## config.mk

```make
export PLATFORM = sky130hd
export DESIGN_NAME = alu_result_sel_pipe
export DESIGN_NICKNAME = d
export VERILOG_FILES = /design/src/rtl/alu_sel_pkg.sv /design/src/rtl/alu_result_sel_pipe_skid_buf.sv /design/src/rtl/alu_result_sel_pipe.sv
export SDC_FILE = /design/constraint.sdc
export NUM_CORES = 1
export LEC_CHECK = 0
export CORE_MARGIN = 1.5
export CORE_UTILIZATION = 38
export CTS_CLUSTER_SIZE = 28
export DETAILED_ROUTE_END_ITERATION = 16
export PLACE_DENSITY = 0.79
export SYNTH_ARGS = -nofsm -noshare
export SYNTH_HDL_FRONTEND = slang
export SYNTH_HIERARCHICAL = 1
export SYNTH_SLANG_ARGS = --single-unit
export TNS_END_PERCENT = 1
```

## constraint.sdc

```tcl
create_clock -name Clock -period 1.95 [get_ports Clock]
set_clock_uncertainty 0.15 [all_clocks]
set_input_delay 0.39 -clock Clock [delete_from_list [all_inputs] [get_ports Clock]]
set_output_delay 0.39 -clock Clock [all_outputs]
set_load 0.1 [all_outputs]
```

## src/rtl/alu_sel_pkg.sv

```systemverilog
`default_nettype none
// alu_sel_pkg: shared select encodings, default geometry and payload sizing
// for the execute-stage result selector.
package alu_sel_pkg;

  localparam int SEL_AND  = 0;
  localparam int SEL_SLTI = 1;
  localparam int SEL_OR   = 2;
  localparam int SEL_XOR  = 3;
  localparam int SEL_ADD  = 4;
  localparam int SEL_ADDI = 5;
  localparam int SEL_SLL  = 6;
  localparam int SEL_SRA  = 7;
  localparam int SEL_SUB  = 8;

  localparam int DEF_WIDTH  = 16;
  localparam int DEF_NUM_IN = 9;

  // Payload layout, MSB first: {data, zero, negative, sel_err}
  typedef struct packed {
    logic [DEF_WIDTH-1:0] data;
    logic                 zero;
    logic                 negative;
    logic                 sel_err;
  } alu_payload_t;

  function automatic int payload_width(input int width);
    return width + 3;
  endfunction

  // Buffer occupancy encoded as {main_valid, skid_valid}
  typedef enum logic [1:0] {
    BUF_EMPTY = 2'b00,
    BUF_ONE   = 2'b10,
    BUF_FULL  = 2'b11
  } buf_state_t;

endpackage
`default_nettype wire

```

## src/rtl/alu_result_sel_pipe_skid_buf.sv

```systemverilog
`default_nettype none
// skid_buf: two-register valid/ready buffer; ready is a decode of registered
// occupancy so it never sees the downstream ready combinationally.
module skid_buf
  import alu_sel_pkg::*;
#(
  parameter int W = 8
) (
  input  logic         clk,
  input  logic         rst,
  input  logic [W-1:0] in_data,
  input  logic         in_valid,
  output logic         in_ready,
  output logic [W-1:0] out_data,
  output logic         out_valid,
  input  logic         out_ready
);

  buf_state_t   state, state_nx;
  logic [W-1:0] main_data, skid_data;
  logic         accept;
  logic         load_main, main_from_skid, load_skid;

  assign in_ready  = (state != BUF_FULL);
  assign accept    = in_valid && in_ready;
  assign out_valid = state[1];
  assign out_data  = main_data;

  always_ff @(posedge clk or posedge rst) begin
    if (rst) state <= BUF_EMPTY;
    else     state <= state_nx;
  end

  always_comb begin
    state_nx       = state;
    load_main      = 1'b0;
    main_from_skid = 1'b0;
    load_skid      = 1'b0;
    case (state)
      BUF_EMPTY: begin
        if (accept) begin
          load_main = 1'b1;
          state_nx  = BUF_ONE;
        end
      end
      BUF_ONE: begin
        if (out_ready) begin
          if (accept) load_main = 1'b1;
          else        state_nx  = BUF_EMPTY;
        end else if (accept) begin
          load_skid = 1'b1;
          state_nx  = BUF_FULL;
        end
      end
      BUF_FULL: begin
        if (out_ready) begin
          load_main      = 1'b1;
          main_from_skid = 1'b1;
          state_nx       = BUF_ONE;
        end
      end
      default: state_nx = BUF_EMPTY;
    endcase
  end

  always_ff @(posedge clk or posedge rst) begin
    if (rst) begin
      main_data <= '0;
      skid_data <= '0;
    end else begin
      if (load_main) main_data <= main_from_skid ? skid_data : in_data;
      if (load_skid) skid_data <= in_data;
    end
  end

endmodule
`default_nettype wire

```

## src/rtl/alu_result_sel_pipe.sv

```systemverilog
`default_nettype none
// alu_result_sel_pipe: selects one functional-unit result, attaches
// zero/negative/select-error flags and registers it behind a skid buffer.
module alu_result_sel_pipe
  import alu_sel_pkg::*;
#(
  parameter int WIDTH  = DEF_WIDTH,
  parameter int NUM_IN = DEF_NUM_IN,
  parameter int SEL_W  = $clog2(NUM_IN),
  parameter int CNT_W  = 8
) (
  input  logic                    Clock,
  input  logic                    Reset,
  input  logic [NUM_IN*WIDTH-1:0] In,
  input  logic [SEL_W-1:0]        S,
  input  logic                    InValid,
  output logic                    InReady,
  output logic [WIDTH-1:0]        Dalja,
  output logic                    Zero,
  output logic                    Negative,
  output logic                    SelErr,
  output logic                    OutValid,
  input  logic                    OutReady,
  output logic [CNT_W-1:0]        ErrCount
);

  localparam int PAY_W = payload_width(WIDTH);

  logic [WIDTH-1:0] sel_data;
  logic             sel_hit;
  logic             sel_err;
  logic [PAY_W-1:0] in_payload, out_payload;
  logic [CNT_W-1:0] err_cnt;

  // Compare against every legal index so an out-of-range select simply
  // finds no match and leaves the data at zero.
  always_comb begin
    sel_data = '0;
    sel_hit  = 1'b0;
    for (int k = 0; k < NUM_IN; k++) begin
      if (S == SEL_W'(k)) begin
        sel_data = In[k*WIDTH +: WIDTH];
        sel_hit  = 1'b1;
      end
    end
  end

  assign sel_err    = !sel_hit;
  assign in_payload = {sel_data, (sel_data == '0), sel_data[WIDTH-1], sel_err};

  skid_buf #(
    .W (PAY_W)
  ) u_skid_buf (
    .clk       (Clock),
    .rst       (Reset),
    .in_data   (in_payload),
    .in_valid  (InValid),
    .in_ready  (InReady),
    .out_data  (out_payload),
    .out_valid (OutValid),
    .out_ready (OutReady)
  );

  assign {Dalja, Zero, Negative, SelErr} = out_payload;

  always_ff @(posedge Clock or posedge Reset) begin
    if (Reset) begin
      err_cnt <= '0;
    end else if (InValid && InReady && sel_err && (err_cnt != '1)) begin
      err_cnt <= err_cnt + 1'b1;
    end
  end

  assign ErrCount = err_cnt;

endmodule
`default_nettype wire
```

==> Yosys cells after proc, flatten, opt, wreduce, memory -nomap -nowiden <==
Index checks and enable logic that the tools add are counted.
{ "op_classes": {"addsub": 1, "mul": 0, "div_mod_pow": 0, "order_cmp": 0, "n_eq_ne": 16, "n_shift": 0, "mux": 32, "bitwise": 0, "reduce_logical": 8} }
{ "op_table": {"columns": ["cell", "n"], "rows": [
  ["$mux 16", 9],
  ["$mux 19", 1],
  ["$eq 4x3->1 const B", 4],
  ["$logic_not 16->1", 1],
  ["$mux 1", 15],
  ["$mux 2", 5],
  ["$add 8x1->8 const B", 1],
  ["$eq 4x2->1 const B", 2],
  ["$ne 8x8->1 const B", 1],
  ["$pmux 2 s3", 1],
  ["$eq 2x2->1 const B", 2],
  ["$eq 4x1->1 const B", 1],
  ["$eq 4x4->1 const B", 1],
  ["$logic_not 4->1", 1],
  ["$ne 2x2->1 const B", 2],
  ["$reduce_and 4->1", 1],
  ["$logic_and 1x1->1", 3],
  ["$ne 3x2->1 const B", 1],
  ["$ne 3x3->1 const B", 1],
  ["$pmux 1 s3", 1],
  ["$logic_not 2->1", 1],
  ["$ne 2x1->1 const B", 1],
  ["$logic_not 1->1", 1]
]} }
{ "word_totals": {"register_bits": 48, "latch_bits": 0, "ram_bits": 0, "mem_bits_ro": 0, "out_inout_bits": 29, "word_cells": 61, "n_memories": 0} }

==> Logic depth before layout (Yosys ltp) <==
{ "depth": {"ltp_word": 13, "depth_mapped": 12, "ltp_nobuf": 8} }

==> Hierarchy <==
The synthesis kept the hierarchy.
{ "by_module_without_submodules": {"columns": ["module", "instances", "cells_each", "area_per_inst_um2", "seq_area_each_um2"], "rows": [
  ["alu_result_sel_pipe", 1, 242, 1898.1, 200.2],
  ["skid_buf", 1, 147, 1844.3, 1001.0]
]} }

==> Worst setup path before layout <==
No wires, ideal clock.
{ "synth_path": {"path_kind": "flip-flop to flip-flop", "startpoint": "register u_skid_buf.state[1]", "endpoint": "register err_cnt[7], in the netlist ErrCount[7]", "setup_ns": 0.162, "arrival_ns": 2.710, "required_ns": 1.638, "setup_slack_ns": -1.072, "path_stages_with_launch": 7, "synth_period_minus_slack_ns": 3.022, "path_cell_list": "dfrtp_1 > ha_1 > inv_1 > o2111a_1 > nand4_1 > nor2_1 > xor2_1"} }
{ "synth_via": {"elab_chain_len": 4} }
{ "synth_lines": {"columns": ["item", "line_no", "text"], "rows": [
  ["start, declared", "alu_result_sel_pipe_skid_buf.sv:19", "buf_state_t state, state_nx;"],
  ["start signal, assigned", "alu_result_sel_pipe_skid_buf.sv:31", "else state <= state_nx;"],
  ["$ne 2x2->1", "alu_result_sel_pipe_skid_buf.sv:24", "assign in_ready = (state != BUF_FULL);"],
  ["via InReady", "alu_result_sel_pipe.sv:17", "output logic InReady,"],
  ["$logic_and 1x1->1 (3 in a row)", "alu_result_sel_pipe.sv:69", "end else if (InValid && InReady && sel_err && (err_cnt != '1)) begin"],
  ["end signal, assigned", "alu_result_sel_pipe.sv:70", "err_cnt <= err_cnt + 1'b1;"],
  ["end, declared", "alu_result_sel_pipe.sv:33", "logic [CNT_W-1:0] err_cnt;"]
]} }
The timed path passes the listed nets, and every way through them passes these cells.
A chain may end at the register's enable or synchronous reset.

==> Final worst setup path <==
{ "layout_path": {"startpoint": "input port S[0]", "endpoint": "register u_skid_buf.main_data[2], in the netlist u_skid_buf/out_data[2]"} }
{ "layout_via": {"elab_chain_len": 12, "word_cells_on_any_way": 20} }
{ "layout_lines": {"columns": ["item", "line_no", "text"], "rows": [
  ["start, declared", "alu_result_sel_pipe.sv:15", "input logic [SEL_W-1:0] S,"],
  ["$logic_not 4->1", "alu_result_sel_pipe.sv:41", "if (S == SEL_W'(k)) begin"],
  ["$mux 16 (8 in a row)", "alu_result_sel_pipe.sv:41", null],
  ["$mux 16 *", "alu_result_sel_pipe.sv:41", null],
  ["via in_payload[17]", "alu_result_sel_pipe.sv:32", "logic [PAY_W-1:0] in_payload, out_payload;"],
  ["$logic_not 16->1 *", "alu_result_sel_pipe.sv:49", "assign in_payload = {sel_data, (sel_data == '0), sel_data[WIDTH-1], sel_err};"],
  ["via in_payload[2]", "alu_result_sel_pipe.sv:32", null],
  ["$mux 19 *", "alu_result_sel_pipe_skid_buf.sv:71", "if (load_main) main_data <= main_from_skid ? skid_data : in_data;"],
  ["end signal, assigned", "alu_result_sel_pipe_skid_buf.sv:71", null],
  ["end, declared", "alu_result_sel_pipe_skid_buf.sv:20", "logic [W-1:0] main_data, skid_data;"]
]} }
The timed path passes the listed nets; every way through them passes the cells marked *.

==> metrics <==
#FFs+latches synth 48; Tmin final 2.366 ns; area occupied by multi-input gates 0.002645 sq mm; fin area 0.007158 sq mm; Worst setup EP type flip-flop; Synth Cell Area 0.003742 sq mm; share of the synthesized area in the top cell type 32.10%; IO Pins 181; asr flop ratio synth 100.0%; Detailed Route WL approximately 14000 um; chip width 102.2 um; placed cell areas 0.006500 sq mm; failing checks negative setup slack; peak fanout along the critical path 5; Die Y between 100 and 150 um; Worst-Skew Late Latency just over 0.3 ns; dominant cells by area after synthesis dfrtp_1 32%, mux2i_1 10%, mux2_2 7.8%; DRC 0; via count 4083; placed insts 750; ys flop type dfrtp_1; CP arrival roughly 2.5 ns; Hold Crit Class input pin to async pin; commonest non-fill, non-tap cell in the layout clkdlybuf4s50_1; LEAKAGE 3.262 nW; period utilisation layout 121.3%; DP Wirelength 11270 um; distinct cell type count after synthesis 68; number of synthesis warnings 6; first-pass GRT wire length 21570 um; RSZ-0062 raised after global routing true; largest net degree at the start of global routing 41; Core Area 0.009684 sq mm; fraction of final layout cells with drive strength greater than 1 35.42%; CTS tree yes; clock slew at reported path FFs roughly 0.10 ns; total of fill cells in the finished design 657; Synth Net Count 548; Slew Limit Headroom between 70% and 80%; syn avg cell area 9.620 sq um; post-synthesis mux area share about a fifth; die area 0.01045 sq mm; iteration count of the initial detailed-routing pass 5; gpl congestion 0.8894; Worst Slack Setup Final -0.4157 ns; Area Growth Syn to Fin 91.27%; Hold Vio Cnt, Final 0; FF+latch area roughly 0.0012 sq mm; # setup viols final 15; Synth Area in XOR/XNOR ~1.6%; final std cells w/o fill between 700 and 800; clock sink count 48; CTS Root Buffer Type clkbuf_8; Post-Synth Adder-Cell Area under 10%; Port Buffers 180; CP Launch Type input pin; largest family of logic cells by synthesized area multiplexers; peak supply drop roughly 0.00077 V; Post-synth EDFFs 0; htree depth 2; CP required 2.04 ns; Design Power 0.007431 W; Slew Viols, Final 0; row cnt 36; Tot GR Track Use 26.70%; post-synthesis compound-gate area fraction 21.16%; Tightest Pin Transition 0.3599 ns; most frequent cells in the layout 128 x clkdlybuf4s50_1, 75 x buf_4, 47 x dfrtp_1; Num CTS Buffers 5; sequential share of the synthesized area ~32%; Cells after Synth around 400; fmax 0.4227 GHz; final net count 796; post-synthesis simple-gate area fraction 15.21%; GR Overflow Total 0; MaxCap Viol Count 0; initial antenna violation count 1; Initial DRC Count about 100; DR vias/cell approximately 5.3; status finished, violations left; clk buf depth 2; leading area contributor after synthesis dfrtp_1; WS Path Type input pin to flip-flop; Initial Util 38.64%; # hold bufs at CTS 0; post-route ant nets 0; Avg WL per Cell between 15 and 20 um; power per cell area roughly 1000 mW/mm^2; vias in the first global route 4387
==> layout make-up <==
type	instances	area share, %
sequential	48	16.83
antenna	1	0.03496
clock buffer	5	0.9614
clock inverter	3	0.9614
timing repair buffer	271	41.15
multi-input combinational	297	36.95
tap	133	2.325
inverter	14	0.7866
==> critical path, cell delays in order <==
cell     delay [ns]
buf_12         0.11
buf_8          0.12
or4b_4         0.53
buf_6          0.15
o22ai_1        0.14
a31oi_1        0.09
or3_4          0.40
nor4_4         0.29
mux2i_1        0.11
o21ai_1        0.12
==> metal layers <==
metal | global-route usage, % | vias to the layer above | routed length [um]
li1 | - | 1950 | -
met1 | 30.34 | 1944 | 5349
met2 | 51.45 | 163 | 7527
met3 | 4.172 | 26 | 700
met4 | 7.060 | 0 | 284
met5 | 0 | - | 0
==> logic make-up after synthesis <==
logic type / count (synthesis)
flip-flops: 48
multiplexers: 71
adder cells (fa/ha/maj): 7
AND/OR/NAND/NOR: 100
AO/OA/AOI/OAI: 112
XOR/XNOR: 7
buffers and inverters: 44
==> repair_timing <==
item                       CTS  global route
hold endpoints to repair     0             0
pin swaps                   21            19
buffers inserted             9             3
setup endpoints to repair   48            39
gates resized for setup     68            50
gates cloned                 1             0
==> final timing paths <==
path	startpoint	endpoint	slack [ns]	cells after the start
max	S[0]	u_skid_buf/out_data[2]	-0.42	10
max in group asynchronous	Reset	u_skid_buf/state[1]	1.12	3
min in group Clock	u_skid_buf/skid_data[11]	u_skid_buf/skid_data[11]	0.37	1
min	Reset	ErrCount[3]	0.20	2
max reg2reg	u_skid_buf/state[1]	u_skid_buf/out_data[7]	0.05	6
min reg2reg	u_skid_buf/skid_data[11]	u_skid_buf/skid_data[11]	0.37	1
==> synth_stat cells, drive strengths merged, types with 2 or more instances <==
master,number
o22ai,12
a32o,2
a2bb2oi,5
nor2b,8
nand4b,3
inv,14
a31oi,8
clkbuf,4
o31ai,4
a22oi,9
nand4,3
nor2,19
o21a,2
nand3,3
o21ai,31
or2,3
ha,7
o221a,4
a21o,2
a22o,2
o221ai,2
o32a,2
mux4,4
nand2b,12
a211oi,2
nand3b,2
mux2i,39
or3,5
or4b,2
dfrtp,48
o2bb2ai,3
a221oi,2
buf,26
a21oi,11
nor3,4
xor2,3
and2,2
nand2,29
xnor2,4
mux2,28
==> through the flow <==
step | hold WS (ns) | utilization, % | worst slack (ns) | TNS [ns]
2_1_floorplan | 0.05566 | - | -0.5298 | -11.01
3_3_place_gp | 0.3382 | 67.12 | -1.118 | -30.71
3_5_place_dp | 0.3459 | 67.12 | -1.195 | -32.39
4_1_cts | 0.2090 | 71.42 | -0.4993 | -2.108
5_1_grt | 0.2579 | 73.91 | -0.4988 | -3.175
6_report | 0.2008 | 73.91 | -0.4157 | -1.972
==> registers in the layout (all words and copies together), names as in the netlist <==
signal                count
u_skid_buf/state          2
u_skid_buf/skid_data     19
u_skid_buf/out_data      19
ErrCount                  8
==> report_power, final <==
part           internal, W  total (W)  switching, W
Clock             0.000516   0.000867      0.000351
Sequential         0.00141    0.00183      0.000423
Combinational      0.00202    0.00473       0.00271
No activity file was read; power rests on OpenSTA's default activity.
==> variant, RTL diff (config.mk and constraints unchanged) <==
Change the parameter `CNT_W` from 8 to 12.
--- a/src/rtl/alu_result_sel_pipe.sv
+++ b/src/rtl/alu_result_sel_pipe.sv
@@ -8,5 +8,5 @@
   parameter int NUM_IN = DEF_NUM_IN,
   parameter int SEL_W  = $clog2(NUM_IN),
-  parameter int CNT_W  = 8
+  parameter int CNT_W  = 12
 ) (
   input  logic                    Clock,
Interface: changed (resized ErrCount); port bits go from 181 to 185. No check against the original RTL was run, so the function may have changed too.
==> variant against the original RTL <==
The run still ends with setup timing left. Sequential power up 3%. Via count rose by 4.1%. Maximum frequency up 0.73%. Sequential cell count up 4. Core utilization is 0.98 points higher. Total power up 2.0%. Final cell count increased by 1.4%. Wire length grew 3.9%. Largest power group unchanged. Final area up 2.3%. Worst setup slack gained 17 ps. Synthesized area grew 2.0%. Die area grew 2.0%. Critical path type unchanged.
==> variant: results (changes against the original RTL) <==
nonclk buf count 279 (+3.0%); maximum vdd ir drop 0.0006926 V (-9.8%); final setup margin -398.5 ps (+17.17 ps); Synth Register Bits 52 (+8.3%); GRT Total Usage 0.2626 (-0.004441); # setup viols final 24 (+9); failing checks setup timing; # clk buffers 6 (+1); Fillers 629 (-4.3%); slew margin rel. 0.6863 (-0.07118); hpwl dp 11.12 mm (-1.4%); Met1 Routed Length 5.281 mm (-1.3%); fraction of area in registers 0.1812 (+0.01284); comb_multi_in 296 (-0.34%); met3 wire len 1.056 mm (+51%); M2 GR Usage 0.4793 (-0.03527); Place WS -1069 ps (+125.9 ps); Post-Synth Adder-Cell Area 0.02294 (-0.0004678); dpl cells 758 (+1.1%); Reg area 1326 um^2 (+10%); Critical path origin S[1]; final wirelength 14.40 mm (+3.9%); status complete, but fails checks; GR Util met3 0.05108 (+0.009352); layout net count 808 (+1.5%); Mapped Cells 388 (-0.26%); worst r2r dst ErrCount[11]; Syn Area/Cell 9.842 um^2 (+2.3%); post-synthesis xor/xnor area fraction 0.02523 (+0.008847); worst hold slack 294.6 ps (+93.80 ps); clock network area share 0.01658 (-0.002649); post_cts resized 69 (+1.5%); met2 wire len 7.489 mm (-0.50%)
==> variant: cells by family after synthesis <==
kind of cell | Yosys count
multiplexers | 71
adder cells (fa/ha/maj) | 7
AND/OR/NAND/NOR | 110
XOR/XNOR | 11
buffers and inverters | 40
AO/OA/AOI/OAI | 97
flip-flops | 52
==> variant: power groups by stage <==
stage / clock [mW] / combinational (mW) / sequential [mW]
2_1_floorplan: 0 / 1.22 / 3.41
3_3_place_gp: 0 / 4.68 / 1.86
3_5_place_dp: 0 / 4.76 / 1.89
4_1_cts: 0.797 / 4.86 / 1.87
5_1_grt: 0.844 / 5.15 / 1.94
6_report: 0.782 / 4.92 / 1.88
==> variant: critical path, cell delays in order <==
cell      delay [ps]
buf_8            110
buf_12           120
buf_12           130
buf_8            120
a211o_1          320
a311oi_4         360
a21oi_2           70
nor4_2           280
nand3_1          150
nor3_2           180
mux2i_1           90
o21ai_1          110
